`src/rtl/clk_enable_gen.sv`:
```
// clk_enable_gen: builds the processor's one-cycle clock-enable strobe from the
// board mode switches and the step button. The switches and the button are
// synchronized first. The button is debounced into one pulse per press. In
// free-run mode, a selectable divider of clk produces periodic strobes instead.
module clk_enable_gen #(
  parameter int CLK_HZ          = 10_000_000,
  parameter int DEBOUNCE_CYCLES = 100_000
) (
  input  logic       clk,
  input  logic       rst_n,
  input  logic [3:0] mode,
  input  logic       step,
  output logic       enable,
  output logic       run
);

  localparam int DIV_W = (CLK_HZ > 1) ? $clog2(CLK_HZ + 1) : 1;
  localparam int DB_W  = (DEBOUNCE_CYCLES > 1) ? $clog2(DEBOUNCE_CYCLES + 1) : 1;
  localparam logic [DB_W-1:0] DB_LAST = DB_W'(DEBOUNCE_CYCLES - 1);

  // Period in clk cycles for rate code n: CLK_HZ / 10^(n-1), never below 1.
  function automatic int rate_div(input int code);
    int d;
    d = CLK_HZ;
    for (int i = 1; i < code; i++) d = d / 10;
    if (d < 1) d = 1;
    return d;
  endfunction

  typedef enum logic [1:0] {
    IDLE,
    PRESS_WAIT,
    HELD,
    RELEASE_WAIT
  } db_state_t;

  logic [3:0]       mode_meta;
  logic [3:0]       mode_s;
  logic             step_meta;
  logic             step_s;
  logic [DIV_W-1:0] div_last_lut [8];
  logic [2:0]       rate_code;
  logic             mode_change;
  logic             div_active;
  logic             tick;
  logic [DIV_W-1:0] div_cnt_reg;
  db_state_t        state_reg;
  db_state_t        state_next;
  logic [DB_W-1:0]  db_cnt_reg;
  logic [DB_W-1:0]  db_cnt_next;
  logic             step_pulse;
  logic             enable_next;

  // Two-flop synchronizers for the raw switches and the button.
  always_ff @(posedge clk or negedge rst_n) begin
    if (!rst_n) begin
      mode_meta <= 4'b0000;
      mode_s    <= 4'b0000;
      step_meta <= 1'b0;
      step_s    <= 1'b0;
    end else begin
      mode_meta <= mode;
      mode_s    <= mode_meta;
      step_meta <= step;
      step_s    <= step_meta;
    end
  end

  assign run       = mode_s[3];
  assign rate_code = mode_s[2:0];

  // Terminal count (period - 1) for each rate code. Entry 0 is never used,
  // because code 0 pauses the divider.
  generate
    for (genvar gi = 0; gi < 8; gi++) begin : g_div_lut
      assign div_last_lut[gi] = DIV_W'(rate_div(gi) - 1);
    end
  endgenerate

  // A change of any switch bit is visible one cycle before it lands in
  // mode_s. Clearing the counter on that cycle gives the new rate a full fresh
  // period. It also swallows a tick that coincides with the switch.
  assign mode_change = (mode_meta != mode_s);
  assign div_active  = run && (rate_code != 3'd0) && !mode_change;
  assign tick        = div_active && (div_cnt_reg == div_last_lut[rate_code]);

  // Free-run divider: counts while active, wraps on tick, otherwise held at 0.
  always_ff @(posedge clk or negedge rst_n) begin
    if (!rst_n) begin
      div_cnt_reg <= '0;
    end else if (!div_active || tick) begin
      div_cnt_reg <= '0;
    end else begin
      div_cnt_reg <= div_cnt_reg + DIV_W'(1);
    end
  end

  // Debounce FSM state and stable-cycle counter.
  always_ff @(posedge clk or negedge rst_n) begin
    if (!rst_n) begin
      state_reg  <= IDLE;
      db_cnt_reg <= '0;
    end else begin
      state_reg  <= state_next;
      db_cnt_reg <= db_cnt_next;
    end
  end

  // Debounce next-state: accept a level only after it has been stable long
  // enough. Pulse once on an accepted press.
  always_comb begin
    state_next  = state_reg;
    db_cnt_next = db_cnt_reg;
    step_pulse  = 1'b0;
    case (state_reg)
      IDLE: begin
        if (step_s) begin
          state_next  = PRESS_WAIT;
          db_cnt_next = '0;
        end
      end
      PRESS_WAIT: begin
        if (!step_s) begin
          state_next = IDLE;
        end else if (db_cnt_reg == DB_LAST) begin
          state_next = HELD;
          step_pulse = 1'b1;
        end else begin
          db_cnt_next = db_cnt_reg + DB_W'(1);
        end
      end
      HELD: begin
        if (!step_s) begin
          state_next  = RELEASE_WAIT;
          db_cnt_next = '0;
        end
      end
      RELEASE_WAIT: begin
        if (step_s) begin
          state_next = HELD;
        end else if (db_cnt_reg == DB_LAST) begin
          state_next = IDLE;
        end else begin
          db_cnt_next = db_cnt_reg + DB_W'(1);
        end
      end
      default: begin
        state_next = IDLE;
      end
    endcase
  end

  // A press is dropped if run is about to rise on the same cycle.
  assign enable_next = (run && tick) || (!run && step_pulse && !mode_meta[3]);

  // Registered strobe output.
  always_ff @(posedge clk or negedge rst_n) begin
    if (!rst_n) begin
      enable <= 1'b0;
    end else begin
      enable <= enable_next;
    end
  end

endmodule

```
`config.mk`:
```
export PLATFORM = sky130hd
export DESIGN_NAME = clk_enable_gen
export DESIGN_NICKNAME = d
export VERILOG_FILES = /design/src/rtl/clk_enable_gen.sv
export SDC_FILE = /design/constraint.sdc
export NUM_CORES = 1
export LEC_CHECK = 0
export CORE_ASPECT_RATIO = 2
export CORE_MARGIN = 2
export CORE_UTILIZATION = 55
export CTS_BUF_LIST = sky130_fd_sc_hd__clkbuf_4 sky130_fd_sc_hd__clkbuf_8
export DETAILED_ROUTE_END_ITERATION = 6
export PLACE_DENSITY = 0.82
export SETUP_SLACK_MARGIN = 0.5
export SLEW_MARGIN = 20
export SYNTH_ARGS = -nofsm -noshare
export SYNTH_HDL_FRONTEND = slang
export SYNTH_SLANG_ARGS = --single-unit
```
`constraint.sdc`:
```
create_clock -name clk -period 4.1 [get_ports clk]
set_clock_uncertainty 0.2 [all_clocks]
set_input_delay 0.82 -clock clk [delete_from_list [all_inputs] [get_ports clk]]
set_output_delay 0.82 -clock clk [all_outputs]
set_load 0.05 [all_outputs]
```
==> run summary, run 1 <==
Max FFs per register: 24
Slew margin rel.: 0.4189
Family with the most delay on the worst path: simple AND/OR/NAND/NOR gates
Area of the die: 6341 um^2
Num CTS Buffers: 5
# setup viols final: 0
Critical path's largest stage delay: 0.95 ns
CP arrival: 2.93 ns
Antenna Nets Post-Route: 0
Flop and latch count out of synthesis: 54
H-tree levels: 2
Post-synth EDFFs: 0
Later-pin clock latency in the skew report: 0.30 ns
Core area: 5468 um^2
Layout Nets: 335
Post-DP Area: 3194 um^2
Hold_sp: step_meta
Final Cycle Share: 0.7021
IO Pins: 9
Post-synth top cells: dfrtp_1, nor2_1, a211oi_1
Setup TNS: 0 ns
Number of global-route vias before repair: 2420
WP buf/inv: 1
Dpl ws: 1.226 ns
Count of final max-slew check failures: 0
CTS root buffer: clkbuf_8
Max clock buf depth: 2
# port buffers: 8
Top cells by area, synth: dfrtp_1, xor2_1, a211oi_1
Die W: 57.32 um
WHS: 0.1587 ns
Placer Congestion: 0.9043
Worst setup path start: mode_s[1]
Die Y: 110.6 um
Share of cells above drive strength 1: 0.08411
Post-CTS Setup Bufs: 0
DRT iter0 DRCs: 60
Final Worst Setup Slack: 1.221 ns
First-pass GRT wire length: 11190 um
CTS tree: yes
Starting Density: 0.5719
Mapped cell area: 3127 um^2
Filler cell count: 496
Clock transition at path regs: 0.09 ns
WL final: 6685 um
Syn nets: 334
TritonCTS Sinks: 54
Worst path slowest cell: or4_1
Peak supply drop: 0.0003606 V
DR vias: 2377
Fmax: 347.4 MHz
Top-area cell type share of the netlist area: 0.4322
Yosys synthesis warning count: 0
Syn Area/Cell: 9.802 um^2
Most frequent cell after synthesis: dfrtp_1
Max-cap viol count: 0
Startpoint Class: register
Largest net degree at the start of global routing: 33
CP Class: register to register
GR Overflow Total: 0
Status: completed
Post-Synthesis Cells: 319
Highest fanout seen on the critical path: 25
Synth unique cells: 57
RSZ-0062 raised after global routing: false
Dpl hpwl: 4884 um
Vias per Instance: 6.239
# DRC: 0
Worst-margin pin slew: 0.8717 ns
Tmin final: 2.879 ns
Final instance area: 3289 um^2
Primary FF master, synth: dfrtp_1
Detailed Routing Iterations Pass 1: 4
Worst Setup End Kind: register
Synth-to-Final Area Change: 5.202%
Pleak: 1.300 nW
Power Density: 287.8 nW/um^2
Antenna violations before repair: 0
Worst EP required: 4.15 ns
R2R setup slack: 1.22 ns
Worst hold path type: register to register
Sequential fraction of the synthesis area: 0.4322
Routed len/inst: 17.55 um
PostCTS Resize Cnt: 0
Reg2Reg Launch Point: mode_s[1]
Post-CTS Hold Buffers: 0
Global Route Usage Sum: 0.2260
Fin. Hold Viols: 0
Antenna diodes: 0
Row count: 38
Critical Path, Cell by Cell: inv_1 -> ha_1 -> nor3_1 -> a21oi_1 -> or4_1 -> nor4_1 -> a2bb2o_1
Cell taking the most area after synthesis: dfrtp_1
Post-synth ARST share: 1.000
-- path summary, 6_finish.rpt --
check	endpoint	cells past startpoint
min in group asynchronous	mode_s[2]	1
min	step_s	0
max reg2reg	enable	7
max in group asynchronous	div_cnt_reg[19]	2
min reg2reg	step_s	0
max	enable	7
-- stage by stage --
stage / cells / util / total power, mW
3_5_place_dp: 373 / 0.5842 / 0.6499
3_3_place_gp: 373 / 0.5842 / 0.6463
6_report: 381 / 0.6016 / 0.9467
5_1_grt: 381 / 0.6016 / 0.9846
2_1_floorplan: 319 / - / 0.6209
4_1_cts: 381 / 0.6016 / 0.9570
-- layout by cell type, fill, tap and decap left out, types with 3 or more instances in the layout --
cell	n
buf_4	4
nor4b_1	3
clkbuf_8	6
and3_1	3
clkdlybuf4s50_1	7
nor4_1	6
a21oi_1	7
xor2_1	19
o21a_1	3
a22o_1	9
nand3_1	16
nor2_1	32
nand2b_1	5
dfrtp_1	54
nand2_1	19
nand4_1	11
or3_1	3
a211oi_1	20
nor3_1	6
mux2_2	5
xnor2_1	15
o21ai_0	6
inv_1	11
ha_1	8
-- kinds of logic after synthesis --
| family | count (synthesis) | share of synthesized area |
|---|---|---|
| AOI/OAI and AO/OA | 61 | 0.1445 |
| xor gates and xnor gates | 34 | 0.09524 |
| adders and majority gates | 8 | 0.03201 |
| buffers and inverters | 29 | 0.04922 |
| DFF | 54 | 0.4322 |
| muxes | 7 | 0.02441 |
| and+or+nand+nor | 126 | 0.2225 |
-- routing by layer --
metal | track usage | vias up | routed length (um)
met5 | 0 | - | 0
met2 | 0.3916 | 36 | 3602
met3 | 0.03513 | 25 | 136
li1 | - | 1160 | -
met4 | 0.1612 | 0 | 432
met1 | 0.2369 | 1156 | 2513
-- report_power, final --
group          total (mW)  switching, mW  internal (mW)
clock               0.307          0.164          0.143
sequential          0.568         0.0221          0.545
combinational      0.0724         0.0409         0.0315
-- area by class of cell --
class	count	area [um^2]	share of cell area
Clock inverter	1	5.005	0.001521
Tap cell	60	75.07	0.02282
Clock buffer	7	90.09	0.02739
Sequential cell	54	1351	0.4108
Timing Repair Buffer	12	105.1	0.03195
Inverter	11	41.29	0.01255
Multi-Input combinational cell	236	1622	0.4930
Note: power is estimated with default switching activity, not from simulation.
==> run 2: changes to the inputs <==
- clock period: 4.1 -> 2.84 ns (I/O delays scaled with it)
==> run 2 against run 1 <==
Against the previous run:
- final cell count up 3.7%
- clock power up 72%
- register-to-register slack worse by 0.78 ns
- sequential cell count unchanged
- combinational power up 77%
- via count up 8.5%
- highest routed layer unchanged
- worst setup slack worse by 0.78 ns
- global-route usage up 1.6 points
- critical endpoint is now div_cnt_reg[8]
- core utilization up 5.4 points
- maximum frequency up 20%
- critical path type unchanged
- wire length up 19%
- non-clock buffer count up 15
==> run summary, run 2 (synthesis gave the netlist of run 1 again) <==
Die W: 57.32 um
Most common cell after layout, fill and taps aside: dfrtp_1
Startpoint Class: register
# DRC: 0
Worst Reg-to-Reg Cells: 9
Worst path slowest cell: dfrtp_1
Cell mode on critical path: buf_6
CP arrival: 2.39 ns
DRT iter0 DRCs: 145
Detailed Routing Iterations Pass 1: 4
R2R setup slack: 0.44 ns
Clock transition at path regs: 0.09 ns
Synth-to-Final Area Change: 14.57%
Antenna Nets Post-Route: 0
H-tree levels: 2
Area of the die: 6341 um^2
Worst Setup End Kind: register
Max clock buf depth: 2
Die Y: 110.6 um
Non-Filler Instances: 395
Worst hold path type: input port to asynchronous set/reset pin
Reg2Reg Launch Point: mode_s[1]
CTS root buffer: clkbuf_8
Fin. Hold Viols: 0
RSZ-0062 raised after global routing: true
Multi-input gate area in the final layout: 1749 um^2
CTS tree: yes
FF/Latch Area: 1358 um^2
Num CTS Buffers: 5
Status: completed
Filler cell count: 408
Critical path's largest stage delay: 0.41 ns
IO Pins: 9
Max-cap viol count: 0
Max FFs per register: 24
Commonest cells after routing, fill and taps aside: dfrtp_1, nor2_1, nand2_1, xor2_1, nand3_1
Worst-margin pin slew: 0.7154 ns
Number of global-route vias before repair: 2543
Dpl hpwl: 4920 um
Setup TNS: 0 ns
Worst EP required: 2.83 ns
CP Class: register to register
Largest net degree at the start of global routing: 55
Dpl cells: 375
Critical Path, Cell by Cell: buf_6 -> ha_4 -> nor2b_2 -> o32ai_2 -> o311ai_2 -> nor4_4 -> buf_4 -> buf_6 -> a211oi_1
Starting Density: 0.5719
Highest fanout seen on the critical path: 8
Final instance area: 3582 um^2
Pleak: 1.398 nW
Power Density: 410.8 nW/um^2
Later-pin clock latency in the skew report: 0.31 ns
Tmin final: 2.403 ns
Routed len/inst: 20.07 um
TritonCTS Sinks: 54
GR Overflow Total: 0
Antenna violations before repair: 0
Fmax: 416.1 MHz
Reg2reg end: div_cnt_reg[8]
Final Cycle Share: 0.8462
Core area: 5468 um^2
Global Route Usage Sum: 0.2425
Row count: 38
Slew margin rel.: 0.5187
Post-DP Area: 3209 um^2
Vias per Instance: 6.532
WL final: 7926 um
DR vias: 2580
Antenna diodes: 0
Layout Nets: 350
Peak supply drop: 0.0004263 V
Count of final max-slew check failures: 0
Post-CTS Hold Buffers: 0
First-pass GRT wire length: 11960 um
Share of cells above drive strength 1: 0.2000
Placer Congestion: 0.8859
# setup viols final: 0
# port buffers: 8
==> run 2: cell count changes in the layout (fill, tap and decap cells not counted), sizes merged <==
cell    change
buf        +15
bufinv      +1
clkbuf      -1
clkinv      -1
==> run 2: cell type report <==
| cell class | instances | share of cell area |
|---|---|---|
| Clock buffer | 6 | 0.02305 |
| Clock inverter | 1 | 0.008383 |
| Inverter | 11 | 0.01222 |
| Multi-Input combinational cell | 236 | 0.4883 |
| Sequential cell | 54 | 0.3790 |
| Tap cell | 60 | 0.02096 |
| Timing Repair Buffer | 27 | 0.06811 |
==> run 2: routing by layer <==
metal	vias up	wire, um	track usage
met2	101	4409	0.4215
met4	0	431	0.1674
met1	1256	2731	0.2587
met3	38	354	0.03279
met5	-	0	0
li1	1185	-	-
==> run 2: worst max-delay path: cells and delay by family, from the launching register on <==
family | cells | cell delay (ns)
buffers and inverters | 3 | 0.45
and+or+nand+nor | 2 | 0.50
adders and majority gates | 1 | 0.15
DFF | 1 | 0.41
AOI/OAI and AO/OA | 3 | 0.55
==> run 2: what timing repair did <==
item	in CTS	in global routing
pin swaps	1	6
setup buffers	3	6
gates resized for setup	5	42
cloned	1	3
hold endpoints to repair	0	0
endpoints found under the setup margin	24	23
==> run 2: through the flow <==
step	setup slack [ns]	hold slack, ns	util	total power [mW]
final	0.4368	0.1560	0.6551	1.471
after global placement	0.4484	0.1331	0.5870	0.9324
after CTS	0.5310	0.1576	0.6149	1.470
after floorplan	0.4741	0.07241	-	0.8964
after detailed placement	0.4038	0.1355	0.5870	0.9377
after global routing	0.3468	0.1583	0.6551	1.526
==> run 2: worst max path at each step <==
stage / end / start / cells past startpoint
2_1_floorplan: div_cnt_reg[10] / mode_s[1] / 9
3_3_place_gp: enable / mode_s[0] / 7
3_5_place_dp: enable / mode_s[0] / 7
4_1_cts: div_cnt_reg[3] / mode_s[0] / 9
5_1_grt: div_cnt_reg[4] / mode_s[1] / 9
6_report: div_cnt_reg[8] / mode_s[1] / 9
==> run 2: power breakdown <==
part | switching [mW] | leakage, nW | internal [mW]
Sequential | 0.0285 | 0.723 | 0.788
Combinational | 0.0713 | 0.618 | 0.0564
Clock | 0.245 | 0.0573 | 0.282
Total | 0.345 | 1.40 | 1.13
